## config.mk

```make
export PLATFORM = sky130hd
export DESIGN_NAME = edge_detect_bank
export DESIGN_NICKNAME = d
export VERILOG_FILES = /design/src/rtl/edge_detect_bank.sv
export SDC_FILE = /design/constraint.sdc
export NUM_CORES = 1
export LEC_CHECK = 0
export ABC_AREA = 1
export CORE_ASPECT_RATIO = 1.2
export CORE_UTILIZATION = 24
export CTS_CLUSTER_SIZE = 20
export DETAILED_ROUTE_END_ITERATION = 10
export PLACE_DENSITY = 0.54
export SLEW_MARGIN = 30
export SYNTH_ARGS = -nofsm -noshare
export SYNTH_HDL_FRONTEND = slang
export SYNTH_SLANG_ARGS = --single-unit
```

## constraint.sdc

```tcl
create_clock -name CLOCK -period 2.34 [get_ports CLOCK]
set_input_delay 0.468 -clock CLOCK [delete_from_list [all_inputs] [get_ports CLOCK]]
set_output_delay 0.468 -clock CLOCK [all_outputs]
set_load 0.02 [all_outputs]
```

## src/rtl/edge_detect_bank.sv

```systemverilog
// Multi-channel edge detector: synchroniser, per-channel deglitch filter, edge pulses, sticky flags and IRQ.
// Build option: define EDGE_DETECT_BANK_FILTER_EN to include the consecutive-sample filter.
module edge_detect_bank #(
    parameter int CHANNELS    = 8,
    parameter int SYNC_STAGES = 2,
    parameter int FILTER_LEN  = 4
) (
    input  logic                CLOCK,
    input  logic                RESET,
    input  logic [CHANNELS-1:0] LONG_SIGNAL,
    input  logic [CHANNELS-1:0] RISE_EN,
    input  logic [CHANNELS-1:0] FALL_EN,
    input  logic [CHANNELS-1:0] FLAG_CLEAR,
    output logic [CHANNELS-1:0] LEVEL,
    output logic [CHANNELS-1:0] EDGE_PULSE,
    output logic [CHANNELS-1:0] EVENT_FLAG,
    output logic                IRQ
);

`ifdef EDGE_DETECT_BANK_FILTER_EN
    localparam int FLEN_EFF = FILTER_LEN;
`else
    // Filter compiled out: behaves as a one-sample filter.
    localparam int FLEN_EFF = (FILTER_LEN >= 1) ? 1 : 1;
`endif
    localparam int WU  = SYNC_STAGES + FLEN_EFF;
    localparam int WUW = $clog2(WU + 1);

    typedef enum logic {ST_WARMUP, ST_RUN} state_e;

    state_e               state_q, state_d;
    logic [WUW-1:0]       wu_q, wu_d;
    logic [CHANNELS-1:0]  sync_q [SYNC_STAGES];
    logic [CHANNELS-1:0]  sync_out;
    logic [CHANNELS-1:0]  level_q, level_d;
    logic [CHANNELS-1:0]  pulse_q, pulse_d;
    logic [CHANNELS-1:0]  flag_q, flag_d;
    logic                 irq_q, irq_d;
    logic [CHANNELS-1:0]  rise, fall;
    logic                 warm;

    always_ff @(posedge CLOCK or negedge RESET) begin
        if (!RESET) begin
            for (int unsigned s = 0; s < SYNC_STAGES; s++) sync_q[s] <= '0;
        end else begin
            sync_q[0] <= LONG_SIGNAL;
            for (int unsigned s = 1; s < SYNC_STAGES; s++) sync_q[s] <= sync_q[s-1];
        end
    end

    assign sync_out = sync_q[SYNC_STAGES-1];

    always_ff @(posedge CLOCK or negedge RESET) begin
        if (!RESET) begin
            state_q <= ST_WARMUP;
            wu_q    <= WUW'(WU);
        end else begin
            state_q <= state_d;
            wu_q    <= wu_d;
        end
    end

    always_comb begin
        state_d = state_q;
        wu_d    = wu_q;
        case (state_q)
            ST_WARMUP: begin
                wu_d = wu_q - 1'b1;
                if (wu_q == WUW'(1)) state_d = ST_RUN;
            end
            ST_RUN: wu_d = '0;
            default: state_d = ST_WARMUP;
        endcase
    end

    assign warm = (state_q == ST_WARMUP);

`ifdef EDGE_DETECT_BANK_FILTER_EN
    localparam int CW = (FILTER_LEN > 1) ? $clog2(FILTER_LEN) : 1;

    logic [CW-1:0] cnt_q [CHANNELS];
    logic [CW-1:0] cnt_d [CHANNELS];

    always_ff @(posedge CLOCK or negedge RESET) begin
        if (!RESET) begin
            for (int unsigned i = 0; i < CHANNELS; i++) cnt_q[i] <= '0;
        end else begin
            cnt_q <= cnt_d;
        end
    end

    always_comb begin
        level_d = level_q;
        cnt_d   = cnt_q;
        for (int unsigned i = 0; i < CHANNELS; i++) begin
            if (warm) begin
                level_d[i] = sync_out[i];
                cnt_d[i]   = '0;
            end else if (sync_out[i] == level_q[i]) begin
                cnt_d[i] = '0;
            end else if (cnt_q[i] == CW'(FILTER_LEN - 1)) begin
                level_d[i] = ~level_q[i];
                cnt_d[i]   = '0;
            end else begin
                cnt_d[i] = cnt_q[i] + 1'b1;
            end
        end
    end
`else
    always_comb begin
        level_d = sync_out;
    end
`endif

    // Edges are judged on the LEVEL transition itself, so pulses are suppressed during warm-up.
    always_comb begin
        rise    = ~level_q & level_d;
        fall    = level_q & ~level_d;
        pulse_d = '0;
        flag_d  = '0;
        if (!warm) begin
            pulse_d = (rise & RISE_EN) | (fall & FALL_EN);
            flag_d  = pulse_d | (flag_q & ~FLAG_CLEAR);
        end
        irq_d = |flag_d;
    end

    always_ff @(posedge CLOCK or negedge RESET) begin
        if (!RESET) begin
            level_q <= '0;
            pulse_q <= '0;
            flag_q  <= '0;
            irq_q   <= 1'b0;
        end else begin
            level_q <= level_d;
            pulse_q <= pulse_d;
            flag_q  <= flag_d;
            irq_q   <= irq_d;
        end
    end

    assign LEVEL      = level_q;
    assign EDGE_PULSE = pulse_q;
    assign EVENT_FLAG = flag_q;
    assign IRQ        = irq_q;

endmodule

```

**After elaboration in Yosys (flattened, before gate mapping)**

Index checks and enable logic that the tools add are counted.

- Word-level logic and storage cells: 27
- Bits in registers: 44

- Reductions and logical operators: 1
- Eq/ne operators: 1
- Multiplexer cells: 5
- Add/subtract/negate cells: 1
- Bitwise logic cells: 11

Operators with widths:

| kind | count |
|---|---|
| 8-bit AND | 5 |
| 8-bit inverter | 3 |
| 8-bit two-way mux | 2 |
| 8-bit bitwise OR | 2 |
| 8-bit OR reduction | 1 |
| 2-bit case mux with 2 select lines | 1 |
| 2-bit by 1-bit equality test with 1-bit output, second input constant | 1 |
| 1-bit two-way mux | 2 |
| 2-bit by 1-bit subtractor with 2-bit output, second input constant | 1 |
| 1-bit inverter | 1 |

**Longest topological paths before layout**

- Depth in word-level cells: 7
- Depth in mapped cells: 8
- Gate-level depth less buffers: 8

**Least setup slack after synthesis**

Ideal clock, no wire load.

- Path kind: register to register
- From: register wu_q[1]
- To: register state_q
- Slack: 1284 ps
- Library setup time: 127 ps
- Arrival time: 928 ps
- Stages on the path, launching flop included: 4
- Data required time: 2213 ps
- Clock period less this slack: 1056 ps
- Path buffers: 0
- Cells stage by stage: dfstp_2 > inv_1 > ha_1 > or2_2

- Word-level cells in the longest chain between the ends: 3

Ends and longest elaborated chain:

| what | RTL line | text |
|---|---|---|
| start: declaration | 32 | `logic [WUW-1:0] wu_q, wu_d;` |
| start signal: assignment | 56 | `wu_q <= WUW'(WU);` |
| start signal: assignment | 59 | `wu_q <= wu_d;` |
| 2-bit by 1-bit equality test with 1-bit output | 69 | `if (wu_q == WUW'(1)) state_d = ST_RUN;` |
| 1-bit two-way mux | 69 |  |
| 1-bit two-way mux | 66 | `case (state_q)` |
| named net state_d | 31 | `state_e state_q, state_d;` |
| end signal: assignment | 58 | `state_q <= state_d;` |
| end: declaration | 31 |  |

The timed path passes the listed nets, and every way through them passes these cells.

**Final worst setup path**

- From: register level_q[0] (netlist: LEVEL[0])
- To: output LEVEL[0]

RTL lines:

| what | RTL line | text |
|---|---|---|
| start: declaration | 35 | `logic [CHANNELS-1:0] level_q, level_d;` |
| start signal: assignment | 135 | `level_q <= level_d;` |
| end: declaration | 14 | `output logic [CHANNELS-1:0] LEVEL,` |

No word-level cell between the ends.

==> flow_summary.yaml <==
die:
  die_y_microns: 89.0
  coreArea_sq_um: 6050
  ios: 59
  std_cell_rows: 31
  initial_core_util_pct: 25.0
  fp.dieW_microns: 74.5
  dieArea_sq_um: 6630
clock_network:
  cts_resized: 0
  clock_path_buffers: 2
  hold_buffers: 0
  clk_pin_slew_ns: 0.08
  clock_sinks: 44
  clk_latency_ns: 0.29
  cts_setup_buffers: 0
  cts_tree: "done"
  cts_max_level: 2
  cts_root_buf: "clkbuf_8"
  numCtsBuffers: 5
setup_path:
  worstSetupStartpointType: "flop"
  slowest_stage: "clkdlybuf4s50_1"
  startpoint: "LEVEL[0]"
  rr_startpoint: "state_q"
  worst_setup_path_end_kind: "output pin"
  path_cells: "clkdlybuf4s50_1"
  critPathMaxStageDelay_ns: 0.61
  critPathArrivalTime_ns: 1.28
  cp_top_family: "buffers and inverters"
  critPathBufInv: 1
  worst-path-max-fanout: 3
  critPathKind: "reg2out"
  crit_required_ns: 1.87
synth:
  synthSimpleGateAreaFrac_pct: 15.4
  synthArstFlopShare_pct: 100
  synth_edf_count: 0
  synth_top_area_cell: "dfrtp_1"
  synth-seq-cells: 44
  synth-compound-area-share_pct: 2.65
  synth.area.mux_share_pct: 0
  ys_types: 11
  avgSynthCellArea_sq_um: 11.2
  synthTopCellsByArea: "dfrtp_1 69%, inv_1 7.4%, nand3_1 6.3%, nand2_1 5.5%, dfstp_2 3.5%"
  synth_xor_area_share_pct: 0
  syn_inst: 135
  syn-num-nets: 170
  ys.flop_type: "dfrtp_1"
  synthTopCellsByCount: "42 x dfrtp_1, 30 x inv_1, 22 x nand2_1, 19 x nand3_1, 8 x a21oi_1"
  synth.most_common_cell: "dfrtp_1"
  synthesis.area_sq_um: 1510
  ys_seq_area_share_pct: 73.0
  synth_top_family_by_area: "simple AND/OR/NAND/NOR gates"
  synth_adder_area_share_pct: 0.827
  ys_warn_count: 0
  synth.top_cell.area_share_pct: 69.5
place:
  gp_congestion: 0.652
  place_area_sq_um: 2190
  dp.cells: 276
  hpwl_microns: 2130
  port_buffers: 58
timing:
  setup_viol: 0
  rsz0062_at_grt: "no"
  timing.final.crit_share_pct: 74.9
  drv_slew: 0
  finalSetupTns_ns: 0
  max_slew_margin_pct: 49.1
  fin_worst_skew_ns: 0.00556
  hold_violations: 0
  worst_pin_slew_ns: 0.763
  period_minus_slack_ns: 1.75
  hold_ws_ns: 0.243
  fmax_mhz: 571
global_routing:
  antenna_found_initial: 0
  grt_usage_pct: 10.4
  gr-total-overflow: 0
  grt_pass1_vias: 1084
  grt_max_degree: 36
  grt_pass1_wl_microns: 4940
final_layout:
  fin_nets: 236
  n_antenna_cell: 0
  final_cells: 284
  fillCellCount: 634
  area_growth_pct: 52.2
  final_area_sq_um: 2300
  drive_above_1_share_pct: 6.44
detailed_routing:
  dr.pass1.iters: 4
  ant_nets: 0
  wirelength_microns: 2950
  drt_iter0_drc: 35
  routedWlPerCell_microns: 10.4
  vias_per_cell: 3.83
  vias: 1088
  drc: 0
power_and_ir_drop:
  ir_drop_uv: 245
  power_density_nw_per_um2: 705
  power_mw: 1.62
  leakagePower_nw: 1.13
outcome:
  status: "complete, no violations"
flow_run:
  maxCapViolCount: 0
min_path:
  hp-class: "in2async"
==> cell families (layout without fill, tap and decap cells) <==
logic type / Yosys count / count (layout)
AO/OA/AOI/OAI: 8 / 8
adder cells (fa/ha/maj): 1 / 1
buffers and inverters: 31 / 98
flip-flops: 44 / 44
AND/OR/NAND/NOR: 51 / 51
==> sequential cells by signal, summed over array words and instances (netlist names) <==
signal and cells:
IRQ 1, state_q 1, EDGE_PULSE 8, level_d 8, EVENT_FLAG 8, wu_q 2
sync_q 8, LEVEL 8
==> report_power, final <==
part	switching, mW	internal [mW]	leakage (nW)
sequential	0.0222	0.806	0.520
combinational	0.108	0.126	0.552
clock	0.243	0.317	0.0552
total	0.374	1.25	1.13
==> area by class of cell <==
type	instances	area, sq um	area share (%)
flip-flops and latches	44	1100	47.9
clock buffers	6	72.6	3.15
well taps	82	103	4.46
clock inverters	2	35.0	1.52
inverters	30	113	4.89
repair buffers	60	591	25.7
multi-input cells	60	285	12.4
==> per-layer routing <==
layer  vias to the layer above  share of wire, %  GRT usage, %
met3                         7               6.3          3.83
met4                         0               2.0          4.63
met1                       505                43          12.3
met5                         -                 0             0
met2                        36                49          16.7
li1                        540                 -             -
==> final timing paths <==
path                                 end  slack (ns)  depth (start not counted)
min in group CLOCK            level_d[6]        0.35                          0
max in group asynchronous            IRQ        1.51                          2
max reg2reg                EDGE_PULSE[0]        1.18                          2
min reg2reg                   level_d[6]        0.35                          0
min                            sync_q[8]        0.24                          1
max                             LEVEL[0]        0.59                          1
==> placed cells by master, fill, tap and decap left out, drive strengths merged <==
cell type,count
dfrtp,42
buf,3
inv,30
nand3b,4
nand2,22
clkdlybuf4s50,57
ha,1
a21oi,8
clkinv,1
nor2,5
or2,1
nand3,19
clkbuf,6
dfstp,2
bufinv,1
==> through the flow <==
stage                     utilization, %  setup slack (ns)
after floorplan                        -              1.28
after global placement              36.3             0.747
after detailed placement            36.3             0.728
after CTS                           38.0             0.567
after global routing                38.0             0.522
final                               38.0             0.587
Note: power is estimated with default switching activity, not from simulation.
